**src/rtl/vga_fb_pkg.sv**
```systemverilog
`default_nettype none
// +--------------------------------------------------------------------------+
// | Package    : vga_fb_pkg                                                  |
// | Purpose    : Shared types and default sizes for the VGA framebuffer     |
// |              access scheduler and its clear-screen sequencer.           |
// | Contents   : owner_t     - owner tag of an in-flight RAM read           |
// |              clr_state_t - clear sequencer states                       |
// |              FB_DEPTH_DEF / DATA_W_DEF - default geometry (320x240 RGB332)|
// | Revision   : 1.0 - initial release                                       |
// +--------------------------------------------------------------------------+
package vga_fb_pkg;

  localparam int FB_DEPTH_DEF = 76800;
  localparam int DATA_W_DEF   = 8;

  typedef enum logic [1:0] {
    OWN_NONE  = 2'd0,
    OWN_SCAN  = 2'd1,
    OWN_DRAW  = 2'd2,
    OWN_CLEAR = 2'd3
  } owner_t;

  typedef enum logic {
    CLR_IDLE  = 1'b0,
    CLR_CLEAR = 1'b1
  } clr_state_t;

endpackage : vga_fb_pkg
`default_nettype wire

```
**src/rtl/vga_fb_clear_seq.sv**
```systemverilog
`default_nettype none
// +--------------------------------------------------------------------------+
// | Module     : vga_fb_clear_seq                                            |
// | Purpose    : Clear-screen sequencer. Walks every framebuffer word once,  |
// |              writing a colour latched at start. Advances only when the   |
// |              scheduler grants its write request.                         |
// | Ports      : clk, rst_n        - clock, async active-low reset           |
// |              start, color      - start pulse and fill colour            |
// |              gnt               - write granted this cycle              |
// |              req, addr, data   - write request towards the scheduler    |
// |              busy, done        - pass in progress / completion pulse    |
// | Revision   : 1.0 - initial release                                       |
// +--------------------------------------------------------------------------+
module vga_fb_clear_seq
  import vga_fb_pkg::*;
#(
  parameter int FB_DEPTH = FB_DEPTH_DEF,
  parameter int DATA_W   = DATA_W_DEF,
  parameter int ADDR_W   = $clog2(FB_DEPTH)
) (
  input  logic              clk,
  input  logic              rst_n,
  input  logic              start,
  input  logic [DATA_W-1:0] color,
  input  logic              gnt,
  output logic              req,
  output logic [ADDR_W-1:0] addr,
  output logic [DATA_W-1:0] data,
  output logic              busy,
  output logic              done
);

  clr_state_t state;
  clr_state_t state_nxt;
  logic       last;

  assign last = (addr == ADDR_W'(FB_DEPTH - 1));

  always_ff @(posedge clk or negedge rst_n) begin
    if (!rst_n) begin
      state <= CLR_IDLE;
    end else begin
      state <= state_nxt;
    end
  end

  // A start pulse during a pass is ignored because only IDLE looks at it.
  always_comb begin
    state_nxt = state;
    case (state)
      CLR_IDLE:  if (start)       state_nxt = CLR_CLEAR;
      CLR_CLEAR: if (gnt && last) state_nxt = CLR_IDLE;
      default:                    state_nxt = CLR_IDLE;
    endcase
  end

  always_ff @(posedge clk or negedge rst_n) begin
    if (!rst_n) begin
      addr <= '0;
      data <= '0;
      done <= 1'b0;
    end else begin
      // done lands in the first IDLE cycle, the same cycle busy drops.
      done <= (state == CLR_CLEAR) && gnt && last;
      if ((state == CLR_IDLE) && start) begin
        addr <= '0;
        data <= color;
      end else if ((state == CLR_CLEAR) && gnt) begin
        addr <= addr + ADDR_W'(1);
      end
    end
  end

  assign req  = (state == CLR_CLEAR);
  assign busy = (state == CLR_CLEAR);

endmodule : vga_fb_clear_seq
`default_nettype wire

```
**src/rtl/vga_fb_scheduler.sv**
```systemverilog
`default_nettype none
// +--------------------------------------------------------------------------+
// | Module     : vga_fb_scheduler                                            |
// | Purpose    : Shares one synchronous single-port pixel RAM between the    |
// |              VGA scan-out reader, a valid/ready draw port and an         |
// |              optional clear-screen sequencer. Priority: scan>clear>draw. |
// | Ports      : CLOCK_50, reset_n           - clock, async active-low reset |
// |              scan_req/addr, scan_rvalid/rdata   - scan-out read port     |
// |              drw_valid/ready/we/addr/wdata, drw_rvalid/rdata - draw port |
// |              clear_start/color, clear_busy/done - clear-screen control   |
// |              mem_addr/we/wdata, mem_rdata       - RAM port (1-cycle read)|
// | Options    : FB_CLEAR_EN - compiles in the clear sequencer; otherwise    |
// |              clear_start/clear_color are ignored and busy/done are 0.    |
// | Revision   : 1.0 - initial release                                       |
// +--------------------------------------------------------------------------+
module vga_fb_scheduler
  import vga_fb_pkg::*;
#(
  parameter int FB_DEPTH = FB_DEPTH_DEF,
  parameter int DATA_W   = DATA_W_DEF,
  parameter int ADDR_W   = $clog2(FB_DEPTH)
) (
  input  logic              CLOCK_50,
  input  logic              reset_n,
  input  logic              scan_req,
  input  logic [ADDR_W-1:0] scan_addr,
  output logic              scan_rvalid,
  output logic [DATA_W-1:0] scan_rdata,
  input  logic              drw_valid,
  output logic              drw_ready,
  input  logic              drw_we,
  input  logic [ADDR_W-1:0] drw_addr,
  input  logic [DATA_W-1:0] drw_wdata,
  output logic              drw_rvalid,
  output logic [DATA_W-1:0] drw_rdata,
  input  logic              clear_start,
  input  logic [DATA_W-1:0] clear_color,
  output logic              clear_busy,
  output logic              clear_done,
  output logic [ADDR_W-1:0] mem_addr,
  output logic              mem_we,
  output logic [DATA_W-1:0] mem_wdata,
  input  logic [DATA_W-1:0] mem_rdata
);

  logic              clr_req;
  logic              clr_gnt;
  logic [ADDR_W-1:0] clr_addr;
  logic [DATA_W-1:0] clr_data;
  logic              scan_gnt;
  logic              drw_fire;
  logic [ADDR_W-1:0] addr_hold;
  logic [DATA_W-1:0] wdata_hold;
  owner_t            owner;
  owner_t            owner_nxt;

`ifdef FB_CLEAR_EN
  vga_fb_clear_seq #(
    .FB_DEPTH (FB_DEPTH),
    .DATA_W   (DATA_W),
    .ADDR_W   (ADDR_W)
  ) u_clear_seq (
    .clk   (CLOCK_50),
    .rst_n (reset_n),
    .start (clear_start),
    .color (clear_color),
    .gnt   (clr_gnt),
    .req   (clr_req),
    .addr  (clr_addr),
    .data  (clr_data),
    .busy  (clear_busy),
    .done  (clear_done)
  );
`else
  assign clr_req    = 1'b0;
  assign clr_addr   = '0;
  assign clr_data   = '0;
  assign clear_busy = 1'b0;
  assign clear_done = 1'b0;

  logic unused_clear;
  assign unused_clear = ^{clear_start, clear_color, clr_gnt};
`endif

  // Grants are qualified by reset_n so the RAM port and drw_ready sit at
  // their idle values for the whole time reset is held, not only after it.
  assign scan_gnt  = reset_n && scan_req;
  assign clr_gnt   = reset_n && clr_req && !scan_req;
  assign drw_ready = reset_n && !scan_req && !clear_busy;
  assign drw_fire  = drw_valid && drw_ready;

  always_comb begin
    mem_addr  = addr_hold;
    mem_we    = 1'b0;
    mem_wdata = wdata_hold;
    owner_nxt = OWN_NONE;
    if (scan_gnt) begin
      mem_addr  = scan_addr;
      owner_nxt = OWN_SCAN;
    end else if (clr_gnt) begin
      mem_addr  = clr_addr;
      mem_we    = 1'b1;
      mem_wdata = clr_data;
    end else if (drw_fire) begin
      mem_addr = drw_addr;
      mem_we   = drw_we;
      if (drw_we) begin
        mem_wdata = drw_wdata;
      end else begin
        owner_nxt = OWN_DRAW;
      end
    end
  end

  // The owner tag travels with the read for one cycle, so in the cycle the
  // RAM presents data it is steered into the right requester's register.
  always_ff @(posedge CLOCK_50 or negedge reset_n) begin
    if (!reset_n) begin
      addr_hold   <= '0;
      wdata_hold  <= '0;
      owner       <= OWN_NONE;
      scan_rvalid <= 1'b0;
      scan_rdata  <= '0;
      drw_rvalid  <= 1'b0;
      drw_rdata   <= '0;
    end else begin
      addr_hold   <= mem_addr;
      wdata_hold  <= mem_wdata;
      owner       <= owner_nxt;
      scan_rvalid <= (owner == OWN_SCAN);
      drw_rvalid  <= (owner == OWN_DRAW);
      if (owner == OWN_SCAN) scan_rdata <= mem_rdata;
      if (owner == OWN_DRAW) drw_rdata  <= mem_rdata;
    end
  end

endmodule : vga_fb_scheduler
`default_nettype wire

```
**config.mk**
```make
export PLATFORM = sky130hd
export DESIGN_NAME = vga_fb_scheduler
export DESIGN_NICKNAME = d
export VERILOG_FILES = /design/src/rtl/vga_fb_pkg.sv /design/src/rtl/vga_fb_clear_seq.sv /design/src/rtl/vga_fb_scheduler.sv
export SDC_FILE = /design/constraint.sdc
export NUM_CORES = 1
export LEC_CHECK = 0
export CAP_MARGIN = 10
export CORE_AREA = 2 2 72 74
export CTS_BUF_LIST = sky130_fd_sc_hd__clkbuf_4 sky130_fd_sc_hd__clkbuf_8 sky130_fd_sc_hd__clkbuf_16
export CTS_CLUSTER_DIAMETER = 30
export DETAILED_ROUTE_END_ITERATION = 7
export DIE_AREA = 0 0 74 76
export GPL_TIMING_DRIVEN = 1
export HOLD_SLACK_MARGIN = 0.1
export PLACE_DENSITY = 0.82
export RECOVER_POWER = 25
export SETUP_SLACK_MARGIN = 0.5
export SLEW_MARGIN = 20
export SYNTH_ARGS = -nofsm -noshare
export SYNTH_HDL_FRONTEND = slang
export SYNTH_SLANG_ARGS = --single-unit
```
**constraint.sdc**
```tcl
create_clock -name CLOCK_50 -period 3.2 [get_ports CLOCK_50]
set_input_delay 0.48 -clock CLOCK_50 [delete_from_list [all_inputs] [get_ports CLOCK_50]]
set_output_delay 0.48 -clock CLOCK_50 [all_outputs]
set_load 0.01 [all_outputs]
```
Word level (Yosys, flattened, before mapping)
Index checks and enable logic that the tools add are counted.
W data, S select, Z words.
{ "totals": {"ff_bits": 45, "inputBits": 64, "output_inout_bits": 47, "word_cells": 23} }
{ "op_classes": {"eq_ne": 2, "mux": 10, "n_reduce_logical": 4} }
{ "ops": {"columns": ["op", "count"], "rows": [
  ["$mux W17", 2],
  ["$mux W8", 3],
  ["$mux W2", 3],
  ["$logic_and A1 B1 Y1", 3],
  ["$eq A2 B1 Y1 const B", 1],
  ["$eq A2 B2 Y1 const B", 1],
  ["$mux W1", 2],
  ["$logic_not A1 Y1", 1]
]} }

Depth between registers and ports, before layout
{ "depth": {"ltp_word": 5, "ltp_mapped": 6, "mapped_depth_nobuf": 3} }

Least setup slack after synthesis
OpenSTA, ideal clock, no wires.
{ "synth_timing": {"path_kind": "input port to output port", "from": "input port scan_req", "to": "output port mem_addr[10]", "t_arrival_ps": 1300, "required_ps": 2720, "setup_slack_ps": 1420, "path_stages": 6, "path_buffers": 3, "cell_sequence": "buf_6 -> or2_1 -> buf_6 -> buf_6 -> o32ai_1 -> nor2_1"} }
{ "synth_between": {"elab_chain_len": 5, "word_cells_on_any_way": 6, "cone_classes": "2 x mux; 4 x reduce/logical"} }
{ "synth_lines": {"columns": ["element", "line_no", "text"], "rows": [
  ["from (decl)", "vga_fb_scheduler.sv:25", "input logic scan_req,"],
  ["$logic_not A1 Y1", "vga_fb_scheduler.sv:89", "assign drw_ready = reset_n && !scan_req && !clear_busy;"],
  ["$logic_and A1 B1 Y1", "vga_fb_scheduler.sv:89", null],
  ["$logic_and A1 B1 Y1", "vga_fb_scheduler.sv:90", "assign drw_fire = drw_valid && drw_ready;"],
  ["$mux W17", "vga_fb_scheduler.sv:104", "end else if (drw_fire) begin"],
  ["$mux W17 (*)", "vga_fb_scheduler.sv:97", "if (scan_gnt) begin"],
  ["to (decl)", "vga_fb_scheduler.sv:40", "output logic [ADDR_W-1:0] mem_addr,"]
]} }
Every way passes the cells marked *; elsewhere a longest branch is shown, timed or not.

Final worst setup path
{ "layout_timing": {"from": "input port scan_req", "to": "output port mem_wdata[4]"} }
{ "layout_between": {"elab_chain_len": 5, "word_cells_on_any_way": 6, "cone_classes": "2 x mux; 4 x reduce/logical"} }
{ "layout_lines": {"columns": ["element", "line_no", "text"], "rows": [
  ["$logic_not A1 Y1", "vga_fb_scheduler.sv:89", null],
  ["$logic_and A1 B1 Y1", "vga_fb_scheduler.sv:89", null],
  ["$logic_and A1 B1 Y1", "vga_fb_scheduler.sv:90", null],
  ["$mux W8", "vga_fb_scheduler.sv:104", null],
  ["$mux W8 (*)", "vga_fb_scheduler.sv:97", null],
  ["to (decl)", "vga_fb_scheduler.sv:42", "output logic [DATA_W-1:0] mem_wdata,"]
]} }
Marked as above.

==> summary.txt <==
Run status
  – Status: finished clean

Hold path
  – Hold WC Path Type: in2async

Clocking
  – CTS H-tree lvls: 2
  – Clock Pin Slew Worst Setup and Hold Paths: 0.08 ns
  – Clk buf depth: 2
  – Worst-Skew Late Latency: 0.29 ns
  – Num CTS Buffers: 5
  – CTS sink cnt: 45
  – CTS tree: yes
  – Clock Tree Root: clkbuf_8

Power
  – Pwr Density: 494 nW/um2
  – Worst vdd ir: 0.294 mV
  – Leakage: 0.00135 uW

Route
  – DRC: 0
  – Avg WL per Cell: 14.5 um
  – Post-Route WL: 4630 um
  – Drt via density: 4.88
  – Final ANT Viol Nets: 0
  – 1st-iter DRT viols: 60
  – Detailed Routing Iterations Pass 1: 4
  – Total number of vias: 1560

Worst setup path
  – Kind of critical path: in2out
  – CP Buf/Inv Count: 2
  – CP max FO: 5
  – Most common cell on crit path: clkdlybuf4s50_1
  – Max incr delay on CP: 0.50 ns
  – Critical Path AT: 2.22 ns
  – Family with the most delay on the worst path: buffers and inverters
  – R2r setup slk: 1.66 ns
  – Crit path launch type: input pin
  – CP endpoint kind: output pin
  – CP max-delay cell: clkdlybuf4s50_1
  – CP Cell Sequence: clkdlybuf4s50_1 -> and2b_2 -> nand3_4 -> mux2_2 -> clkdlybuf4s50_1
  – Worst Path Required: 2.72 ns

Job
  – Max-cap violations: 0

Layout
  – Most frequent cells in the layout: 78 x clkdlybuf4s50_1, 45 x dfrtp_1, 24 x mux2_2
  – Commonest non-fill, non-tap cell in the layout: clkdlybuf4s50_1
  – Area grow syn2layout: 64.2%
  – Final Net Count: 313
  – Layout cell share with drive strength beyond 1: 0.168
  – Ant. Diodes: 0

Floorplanning
  – # IOs: 111
  – Die Span X: 74 um
  – Die H: 76 um
  – Initial Utilization: 0.380
  – Die Area: 5620 um2
  – Core ar.: 4910 um2
  – Site row count: 26

Global routing
  – Antenna violations before repair: 0
  – Pin count of the biggest net entering global routing: 39
  – Most used routing layer in global routing: met2
  – Met3 Track Usage GR: 0.0542
  – Remaining global-route overflow: 0
  – Met2 Use GR: 0.286
  – Gr usage total: 0.173
  – Global-route wire length before repair: 7560 um
  – Vias in the first global route: 1625
  – Grt met1 use: 0.220

Synth
  – Mapped cell area: 1870 um2
  – Post-synthesis sequential area ratio: 0.604
  – #FFs+latches synth: 45
  – Mean Syn Cell Area: 12.9 um2
  – YS warnings: 0
  – Cells after Synth: 145
  – Synth unique cells: 17

Placed design
  – Post-Place Worst Slack: 0.292 ns
  – IO buf count: 99
  – DP HPWL: 3220 um
  – GP Congestion: 0.717

STA
  – Fin. max-slew vios: 0
  – Count of final setup violators: 0
  – RSZ-0062 raised after global routing: true
  – Rel. slew slack: 0.470
  – Worst setup slack after layout: 0.504 ns
  – Setup_tns: 0 ns
  – Tcrit/Tclk final: 0.843
  – Fin crit period: 2.70 ns
  – Highest Clock Rate: 371 MHz
  – Worst-Margin Slew: 0.794 ns
  – Clk_skew: 0.00302 ns
  – Final Hold Violating Endpoints: 0
==> synth_stat cells <==
library cell,number,area share
o22ai_1,17,0.057
buf_4,3,0.012
nand2_1,3,0.0060
mux2_2,24,0.14
nor2_1,18,0.036
nor2b_1,1,0.0034
or2_1,1,0.0034
o32ai_1,17,0.080
clkbuf_1,2,0.0040
inv_1,3,0.0060
dfrtp_1,45,0.60
nand2b_1,1,0.0034
conb_1,1,0.0020
and2b_1,1,0.0040
buf_2,4,0.011
nand3_2,1,0.0054
buf_6,3,0.018
==> worst register-to-register path, stage by stage (launching register included) <==
cell and delay, ns:
dfrtp_1 0.38, nor2b_1 0.62, mux2_2 0.42
==> layer usage <==
metal	wire [um]	vias to the layer above
li1	-	745
met1	1900	749
met2	2340	61
met3	348	5
met4	44	0
met5	0	-
==> area by class of cell <==
class,instances,area (um2)
fillers,414,1850
flip-flops and latches,45,1130
repair buffers,107,1080
multi-input cells,87,669
well taps,70,87.6
clock buffers,6,76.3
inverters,3,11.3
clock inverters,2,10.0
==> power by group <==
group | internal, uW | total [uW] | switching [uW]
sequential | 664 | 705 | 41.2
combinational | 285 | 465 | 180
clock | 160 | 343 | 183
total | 1110 | 1510 | 404
==> per-stage QoR <==
stage	utilization	total power [uW]	instances	cell area, um2	hold WS [ns]
2_1_floorplan	-	900	146	1870	0.184
5_1_grt	0.624	1600	320	3060	0.517
3_5_place_dp	0.590	1200	308	2900	0.393
4_1_cts	0.611	1540	318	3000	0.339
6_report	0.624	1510	320	3060	0.500
3_3_place_gp	0.590	1180	308	2900	0.385
==> registers in the layout, summed over array words and instances, names as in the netlist <==
name,cells
wdata_hold,8
scan_rdata,8
drw_rvalid,1
addr_hold,17
drw_rdata,8
owner,2
scan_rvalid,1
==> logic make-up (layout without fill, tap and decap cells) <==
family | after synthesis | count (layout) | synth area share
AOI/OAI and AO/OA | 34 | 34 | 0.137
buffers and inverters | 15 | 118 | 0.0510
DFF | 45 | 45 | 0.604
muxes | 24 | 24 | 0.145
other | 1 | 2 | 0.00201
and+or+nand+nor | 26 | 27 | 0.0617
==> worst paths after layout <==
check,from,to,cells after the start
worst min-delay path,reset_n,addr_hold[1],2
worst min register to register,wdata_hold[1],wdata_hold[1],1
worst max-delay path,scan_req,mem_wdata[4],5
max in group asynchronous,reset_n,scan_rdata[0],3
worst max register to register,owner[1],scan_rdata[6],2
min in group CLOCK_50,wdata_hold[1],wdata_hold[1],1
==> timing repair <==
item,in CTS,in global routing
hold buffers,1,0
gates resized for setup,7,18
endpoints found under the setup margin,25,22
buffers inserted,1,1
gates cloned,0,1
hold endpoints to repair,9,0
Note: power is estimated with default switching activity, not from simulation.
